[config.mk]
export PLATFORM = sky130hd
export DESIGN_NAME = uart_rx_frm
export DESIGN_NICKNAME = d
export VERILOG_FILES = /design/src/rtl/uart_rx_frm.sv
export SDC_FILE = /design/constraint.sdc
export NUM_CORES = 1
export LEC_CHECK = 0
export CAP_MARGIN = 0
export CORE_ASPECT_RATIO = 0.6
export CORE_UTILIZATION = 45
export CTS_BUF_LIST = sky130_fd_sc_hd__clkbuf_4 sky130_fd_sc_hd__clkbuf_8
export DETAILED_ROUTE_END_ITERATION = 8
export HOLD_SLACK_MARGIN = 0.06
export PLACE_DENSITY = 0.73
export REMOVE_ABC_BUFFERS = 1
export SLEW_MARGIN = 20
export SYNTH_ARGS = -nofsm -noshare
export SYNTH_HDL_FRONTEND = slang
export SYNTH_SLANG_ARGS = --single-unit
export TNS_END_PERCENT = 30
[constraint.sdc]
create_clock -name clk_sys -period 6.38 [get_ports clk_sys]
set_clock_uncertainty 0.05 [all_clocks]
set_input_delay 0.638 -clock clk_sys [delete_from_list [all_inputs] [get_ports clk_sys]]
set_output_delay 0.638 -clock clk_sys [all_outputs]
set_load 0.05 [all_outputs]
[src/rtl/uart_rx_frm.sv]
// uart_rx_frm: UART frame receiver (start, 8 data bits MSB first, even parity, stop).
// Optional feature macro: UART_RX_PARITY_CHK_EN enables the par_err check; when it is
// undefined the parity bit is still timed and sampled but discarded, and par_err stays 0.
module uart_rx_frm #(
   parameter int unsigned BAUD_DIV = 868,
   parameter int unsigned CNT_W    = 16
) (
   input  logic       clk_sys,
   input  logic       rst_n,
   input  logic       uart_rx,
   output logic [7:0] rx_data,
   output logic       rx_vld,
   output logic       par_err,
   output logic       frm_err,
   output logic       rx_busy
);

   typedef enum logic [2:0] {
      S_IDLE,
      S_START,
      S_DATA,
      S_PAR,
      S_STOP,
      S_BRK
   } state_t;

   localparam logic [CNT_W-1:0] HALF_LAST = CNT_W'(BAUD_DIV / 2 - 1);
   localparam logic [CNT_W-1:0] FULL_LAST = CNT_W'(BAUD_DIV - 1);

   logic [1:0]       sync_q, sync_d;
   logic             rx_s;
   state_t           state_q, state_d;
   logic [CNT_W-1:0] cnt_q, cnt_d;
   logic [2:0]       bit_idx_q, bit_idx_d;
   logic [7:0]       sh_q, sh_d;
   logic [7:0]       data_q, data_d;
   logic             vld_q, vld_d;
   logic             perr_q, perr_d;
   logic             ferr_q, ferr_d;
   logic             busy_q, busy_d;
`ifdef UART_RX_PARITY_CHK_EN
   logic             par_q, par_d;
`endif

   assign rx_s    = sync_q[1];
   assign rx_data = data_q;
   assign rx_vld  = vld_q;
   assign par_err = perr_q;
   assign frm_err = ferr_q;
   assign rx_busy = busy_q;

   // Next-state, datapath and strobe computation; strobes default low each cycle.
   always_comb begin
      sync_d    = {sync_q[0], uart_rx};
      state_d   = state_q;
      cnt_d     = cnt_q;
      bit_idx_d = bit_idx_q;
      sh_d      = sh_q;
      data_d    = data_q;
      vld_d     = 1'b0;
      perr_d    = 1'b0;
      ferr_d    = 1'b0;
`ifdef UART_RX_PARITY_CHK_EN
      par_d     = par_q;
`endif
      case (state_q)
         S_IDLE: begin
            cnt_d = '0;
            if (!rx_s) state_d = S_START;
         end
         S_START: begin
            if (cnt_q == HALF_LAST) begin
               cnt_d     = '0;
               bit_idx_d = 3'd0;
               state_d   = rx_s ? S_IDLE : S_DATA;
            end else begin
               cnt_d = cnt_q + CNT_W'(1);
            end
         end
         S_DATA: begin
            if (cnt_q == FULL_LAST) begin
               cnt_d     = '0;
               sh_d      = {sh_q[6:0], rx_s};
               bit_idx_d = bit_idx_q + 3'd1;
               if (bit_idx_q == 3'd7) state_d = S_PAR;
            end else begin
               cnt_d = cnt_q + CNT_W'(1);
            end
         end
         S_PAR: begin
            if (cnt_q == FULL_LAST) begin
               cnt_d   = '0;
`ifdef UART_RX_PARITY_CHK_EN
               par_d   = rx_s;
`endif
               state_d = S_STOP;
            end else begin
               cnt_d = cnt_q + CNT_W'(1);
            end
         end
         S_STOP: begin
            if (cnt_q == FULL_LAST) begin
               cnt_d = '0;
               if (rx_s) begin
                  data_d  = sh_q;
                  vld_d   = 1'b1;
`ifdef UART_RX_PARITY_CHK_EN
                  perr_d  = (^sh_q) != par_q;
`endif
                  state_d = S_IDLE;
               end else begin
                  ferr_d  = 1'b1;
                  state_d = S_BRK;
               end
            end else begin
               cnt_d = cnt_q + CNT_W'(1);
            end
         end
         S_BRK: begin
            cnt_d = '0;
            if (rx_s) state_d = S_IDLE;
         end
         default: begin
            cnt_d   = '0;
            state_d = S_IDLE;
         end
      endcase
      busy_d = (state_d != S_IDLE);
   end

   // State and output registers; synchroniser resets to the idle-high line level.
   always_ff @(posedge clk_sys or negedge rst_n) begin
      if (!rst_n) begin
         sync_q    <= 2'b11;
         state_q   <= S_IDLE;
         cnt_q     <= '0;
         bit_idx_q <= 3'd0;
         sh_q      <= 8'h00;
         data_q    <= 8'h00;
         vld_q     <= 1'b0;
         perr_q    <= 1'b0;
         ferr_q    <= 1'b0;
         busy_q    <= 1'b0;
`ifdef UART_RX_PARITY_CHK_EN
         par_q     <= 1'b0;
`endif
      end else begin
         sync_q    <= sync_d;
         state_q   <= state_d;
         cnt_q     <= cnt_d;
         bit_idx_q <= bit_idx_d;
         sh_q      <= sh_d;
         data_q    <= data_d;
         vld_q     <= vld_d;
         perr_q    <= perr_d;
         ferr_q    <= ferr_d;
         busy_q    <= busy_d;
`ifdef UART_RX_PARITY_CHK_EN
         par_q     <= par_d;
`endif
      end
   end

endmodule
==> results_tabular.tex <==
\begin{tabular}{lr}
\hline
Metric & Value \\
\hline
\multicolumn{2}{l}{\textbf{Setup path}} \\
\quad Cell-by-cell listing of the critical path & or4b\_2 > nor4\_1 > nand2\_1 > nor2\_1 > mux2\_2 \\
\quad Critical Path Max Stage Delay & 0.70 ns \\
\quad Worst-path cell with the longest stage delay & sky130\_fd\_sc\_hd\_\_or4b\_2 \\
\quad Data required time of the critical path & 6.51 ns \\
\quad Start-to-end type of the worst setup path & reg -> reg \\
\quad Kind of cell adding the most delay to the critical path & simple AND/OR/NAND/NOR gates \\
\quad Setup crit start kind & flip-flop \\
\quad Number of buffer and inverter instances along the worst setup path & 0 \\
\quad Critical path data arrival time & 3.27 ns \\
\quad CP max FO & 11 \\
\quad Crit. End Element & flip-flop \\
\multicolumn{2}{l}{\textbf{Yosys}} \\
\quad Largest family of logic cells by synthesized area & simple AND/OR/NAND/NOR gates \\
\quad Main area contributors after synthesis & sky130\_fd\_sc\_hd\_\_dfrtp\_1, sky130\_fd\_sc\_hd\_\_mux2\_2, sky130\_fd\_sc\_hd\_\_nor2\_1 \\
\quad Synthesized instance count & 166 \\
\quad Total of flip-flops plus latches after synthesis & 43 \\
\quad Area share of the leading cell type in the synthesized netlist & 52.63\% \\
\quad Fraction of the mapped netlist area in compound gates & 6.162\% \\
\quad Post-synthesis instance area & 1949 um2 \\
\quad Share of synthesized cell area in and, or, nand and nor gates & 17.14\% \\
\quad Ys flop type & sky130\_fd\_sc\_hd\_\_dfrtp\_1 \\
\quad Post-synthesis xor/xnor area fraction & 6.290\% \\
\quad Number of enable flip-flop cells after synthesis & 0 \\
\quad Library cells used by synthesis & 39 \\
\quad Fraction of synthesis flops using an asynchronous set or reset pin & 100.0\% \\
\quad Sequential element share of the synthesized area & 55.33\% \\
\quad Mean area per synthesized cell & 11.74 um2 \\
\quad Number of synthesis warnings & 0 \\
\quad Top post-synthesis cells by count & sky130\_fd\_sc\_hd\_\_dfrtp\_1, sky130\_fd\_sc\_hd\_\_nor2\_1, sky130\_fd\_sc\_hd\_\_mux2\_2, sky130\_fd\_sc\_hd\_\_xnor2\_1 \\
\quad Largest area contributor in the synthesized netlist & sky130\_fd\_sc\_hd\_\_dfrtp\_1 \\
\quad Share of cell area taken by muxes after synthesis & 10.01\% \\
\quad Adder and majority gate portion of the synthesized area & 2.567\% \\
\quad Most instantiated library cell after synthesis & sky130\_fd\_sc\_hd\_\_dfrtp\_1 \\
\multicolumn{2}{l}{\textbf{Floorplan}} \\
\quad Initial cell density of the core & 47.30\% \\
\quad Standard-cell row count & 18 \\
\quad Floorplan Core Area & 4121 um2 \\
\quad Die boundary height & 52.98 um \\
\quad Floorplan die width & 86.97 um \\
\quad Area of the die & 4608 um2 \\
\quad Number of top-level pins & 15 \\
\multicolumn{2}{l}{\textbf{Layout}} \\
\quad Area of the multi-input gates & 825.8 um2 \\
\quad Area delta synth->final & 14.96\% \\
\quad Count of filler cells inserted in the layout & 348 \\
\quad Fraction of final layout cells with drive strength greater than 1 & 21.43\% \\
\quad Area taken by flip-flops and latches & 1079 um2 \\
\quad Final instance area & 2241 um2 \\
\quad Final net count & 188 \\
\quad Antenna fix cells & 0 \\
\multicolumn{2}{l}{\textbf{Clocking}} \\
\quad Total CTS buffers & 5 \\
\quad Clock tree from TritonCTS & built \\
\quad Clock latency on the worst-skew pair & 0.29 ns \\
\quad Clock root buffer master & sky130\_fd\_sc\_hd\_\_clkbuf\_8 \\
\quad Hold buffers post-CTS & 0 \\
\quad Clk pin slew, worst setup/hold paths & 0.08 ns \\
\quad H-Tree Depth & 2 \\
\quad Number of clock sinks & 43 \\
\quad Cts repair resizes & 0 \\
\quad Clk buf depth & 2 \\
\quad Post-CTS Setup Bufs & 0 \\
\multicolumn{2}{l}{\textbf{Drt}} \\
\quad Iteration count of the initial detailed-routing pass & 4 \\
\quad Final ANT Viol Nets & 0 \\
\quad Wire per inst & 15.30 um \\
\quad Vias per inst & 5.351 \\
\quad Total Wirelength & 3702 um \\
\quad Iteration-0 DRC Markers & 85 \\
\quad \# DRC & 0 \\
\quad Vias & 1,295 \\
\multicolumn{2}{l}{\textbf{Global route}} \\
\quad First-pass GRT wire length & 6072 um \\
\quad Leftover overflow at the end of global routing & 0 \\
\quad Antenna violations before repair & 0 \\
\quad Via count of the first global-routing pass & 1,205 \\
\quad Global Route Usage Sum & 18.21\% \\
\quad Largest net degree at the start of global routing & 44 \\
\multicolumn{2}{l}{\textbf{STA}} \\
\quad Max Transition Viols Final & 0 \\
\quad Remaining max-slew budget at the tightest pin & 38.94\% \\
\quad Highest achievable clock rate & 318.2 MHz \\
\quad RSZ-0062 raised after global routing & no \\
\quad Final number of setup-violating endpoints & 0 \\
\quad Shortest clock period the worst path allows after layout & 3.143 ns \\
\quad Final count of hold timing violations & 0 \\
\quad Setup Total Neg Slack & 0 ns \\
\quad Final period utilization & 49.26\% \\
\quad Worst Tran Pin Value & 0.9159 ns \\
\multicolumn{2}{l}{\textbf{Run}} \\
\quad Max cap viols & 0 \\
\multicolumn{2}{l}{\textbf{Placed design}} \\
\quad Dpl cell area & 2123 um2 \\
\quad IO Port Bufs & 13 \\
\quad Total half-perimeter wirelength after legalization and detailed placement & 2568 um \\
\quad RePlAce Congestion & 0.8278 \\
\multicolumn{2}{l}{\textbf{Pwr}} \\
\quad VDD IR max & 0.0001271 V \\
\quad LEAKAGE & 1.040 nW \\
\quad Power per unit of standard cell area & 223.3 nW/um2 \\
\multicolumn{2}{l}{\textbf{Outcome}} \\
\quad Status & finished, final reports clean \\
\multicolumn{2}{l}{\textbf{Hold path}} \\
\quad Class of the tightest hold or removal check & reg -> reg \\
\hline
\end{tabular}
==> kinds of logic after synthesis <==
logic type,Yosys count
AND/OR/NAND/NOR,62
flip-flops,43
multiplexers,17
AO/OA/AOI/OAI,15
XOR/XNOR,14
buffers and inverters,10
adder cells (fa/ha/maj),4
other,1
==> metrics by stage <==
step | util [%] | cells | power [mW] | setup WS (ns) | hold WS, ns
floorplan | - | 161 | 0.2808 | 3.742 | 0.2924
global placement | 51.52 | 234 | 0.2870 | 3.482 | 0.2957
detailed placement | 51.52 | 234 | 0.2875 | 3.385 | 0.3052
CTS | 54.37 | 242 | 0.5056 | 3.297 | 0.3115
global route | 54.37 | 242 | 0.5186 | 3.064 | 0.3180
finish | 54.37 | 242 | 0.5003 | 3.237 | 0.3058
==> registers in the layout, summed over array words and instances (netlist names) <==
register / count
frm_err: 1
state_q: 3
rx_data: 8
cnt_q: 16
sync_q: 2
sh_q: 8
rx_busy: 1
bit_idx_q: 3
rx_vld: 1
==> metal layers <==
metal,global-route usage [%],wire [um]
met1,26.24,1864
met2,25.72,1616
met3,4.992,148
met4,7.222,72
met5,0,0
==> power by group <==
part           switching, mW  internal (mW)  total (mW)
clock network         0.0921          0.127       0.219
registers           0.000771          0.273       0.274
logic                0.00646       0.000878     0.00734
total                 0.0993          0.401       0.500
==> layout by cell type, fill, tap and decap left out, types with 3 or more instances in the layout <==
master                            instances
sky130_fd_sc_hd__dfrtp_1                 41
sky130_fd_sc_hd__nor2_1                  26
sky130_fd_sc_hd__mux2_2                  16
sky130_fd_sc_hd__clkdlybuf4s50_1         12
sky130_fd_sc_hd__xnor2_1                  8
sky130_fd_sc_hd__xor2_1                   6
sky130_fd_sc_hd__nand2_1                  6
sky130_fd_sc_hd__clkbuf_8                 6
sky130_fd_sc_hd__inv_1                    5
sky130_fd_sc_hd__nand3_1                  5
sky130_fd_sc_hd__ha_1                     4
sky130_fd_sc_hd__or4_4                    3
sky130_fd_sc_hd__nand4_1                  3
sky130_fd_sc_hd__and4_1                   3
sky130_fd_sc_hd__o21ai_0                  3
sky130_fd_sc_hd__nor3_1                   3
==> final cells by class <==
cell class,instances,share of cell area (%)
multi-input cells,113,36.85
clock inverters,2,1.563
clock buffers,6,3.685
inverters,5,0.8375
well taps,60,3.350
flip-flops and latches,43,48.13
repair buffers,13,5.583
==> final timing paths <==
| check | end | from | slack [ns] | cells past startpoint |
|---|---|---|---|---|
| min reg2reg | sync_q[1]$_DFF_PN1_ | sync_q[0]$_DFF_PN1_ | 0.31 | 0 |
| max | sh_q[3]$_DFFE_PN0P_ | cnt_q[4]$_DFF_PN0_ | 3.24 | 5 |
| min | sync_q[1]$_DFF_PN1_ | sync_q[0]$_DFF_PN1_ | 0.31 | 0 |
| min in group asynchronous | rx_data[7]$_DFFE_PN0P_ | rst_n | 0.42 | 1 |
| max in group asynchronous | sh_q[1]$_DFFE_PN0P_ | rst_n | 5.28 | 1 |
| max reg2reg | sh_q[3]$_DFFE_PN0P_ | cnt_q[4]$_DFF_PN0_ | 3.24 | 5 |
No activity file was read; power rests on OpenSTA's default activity.
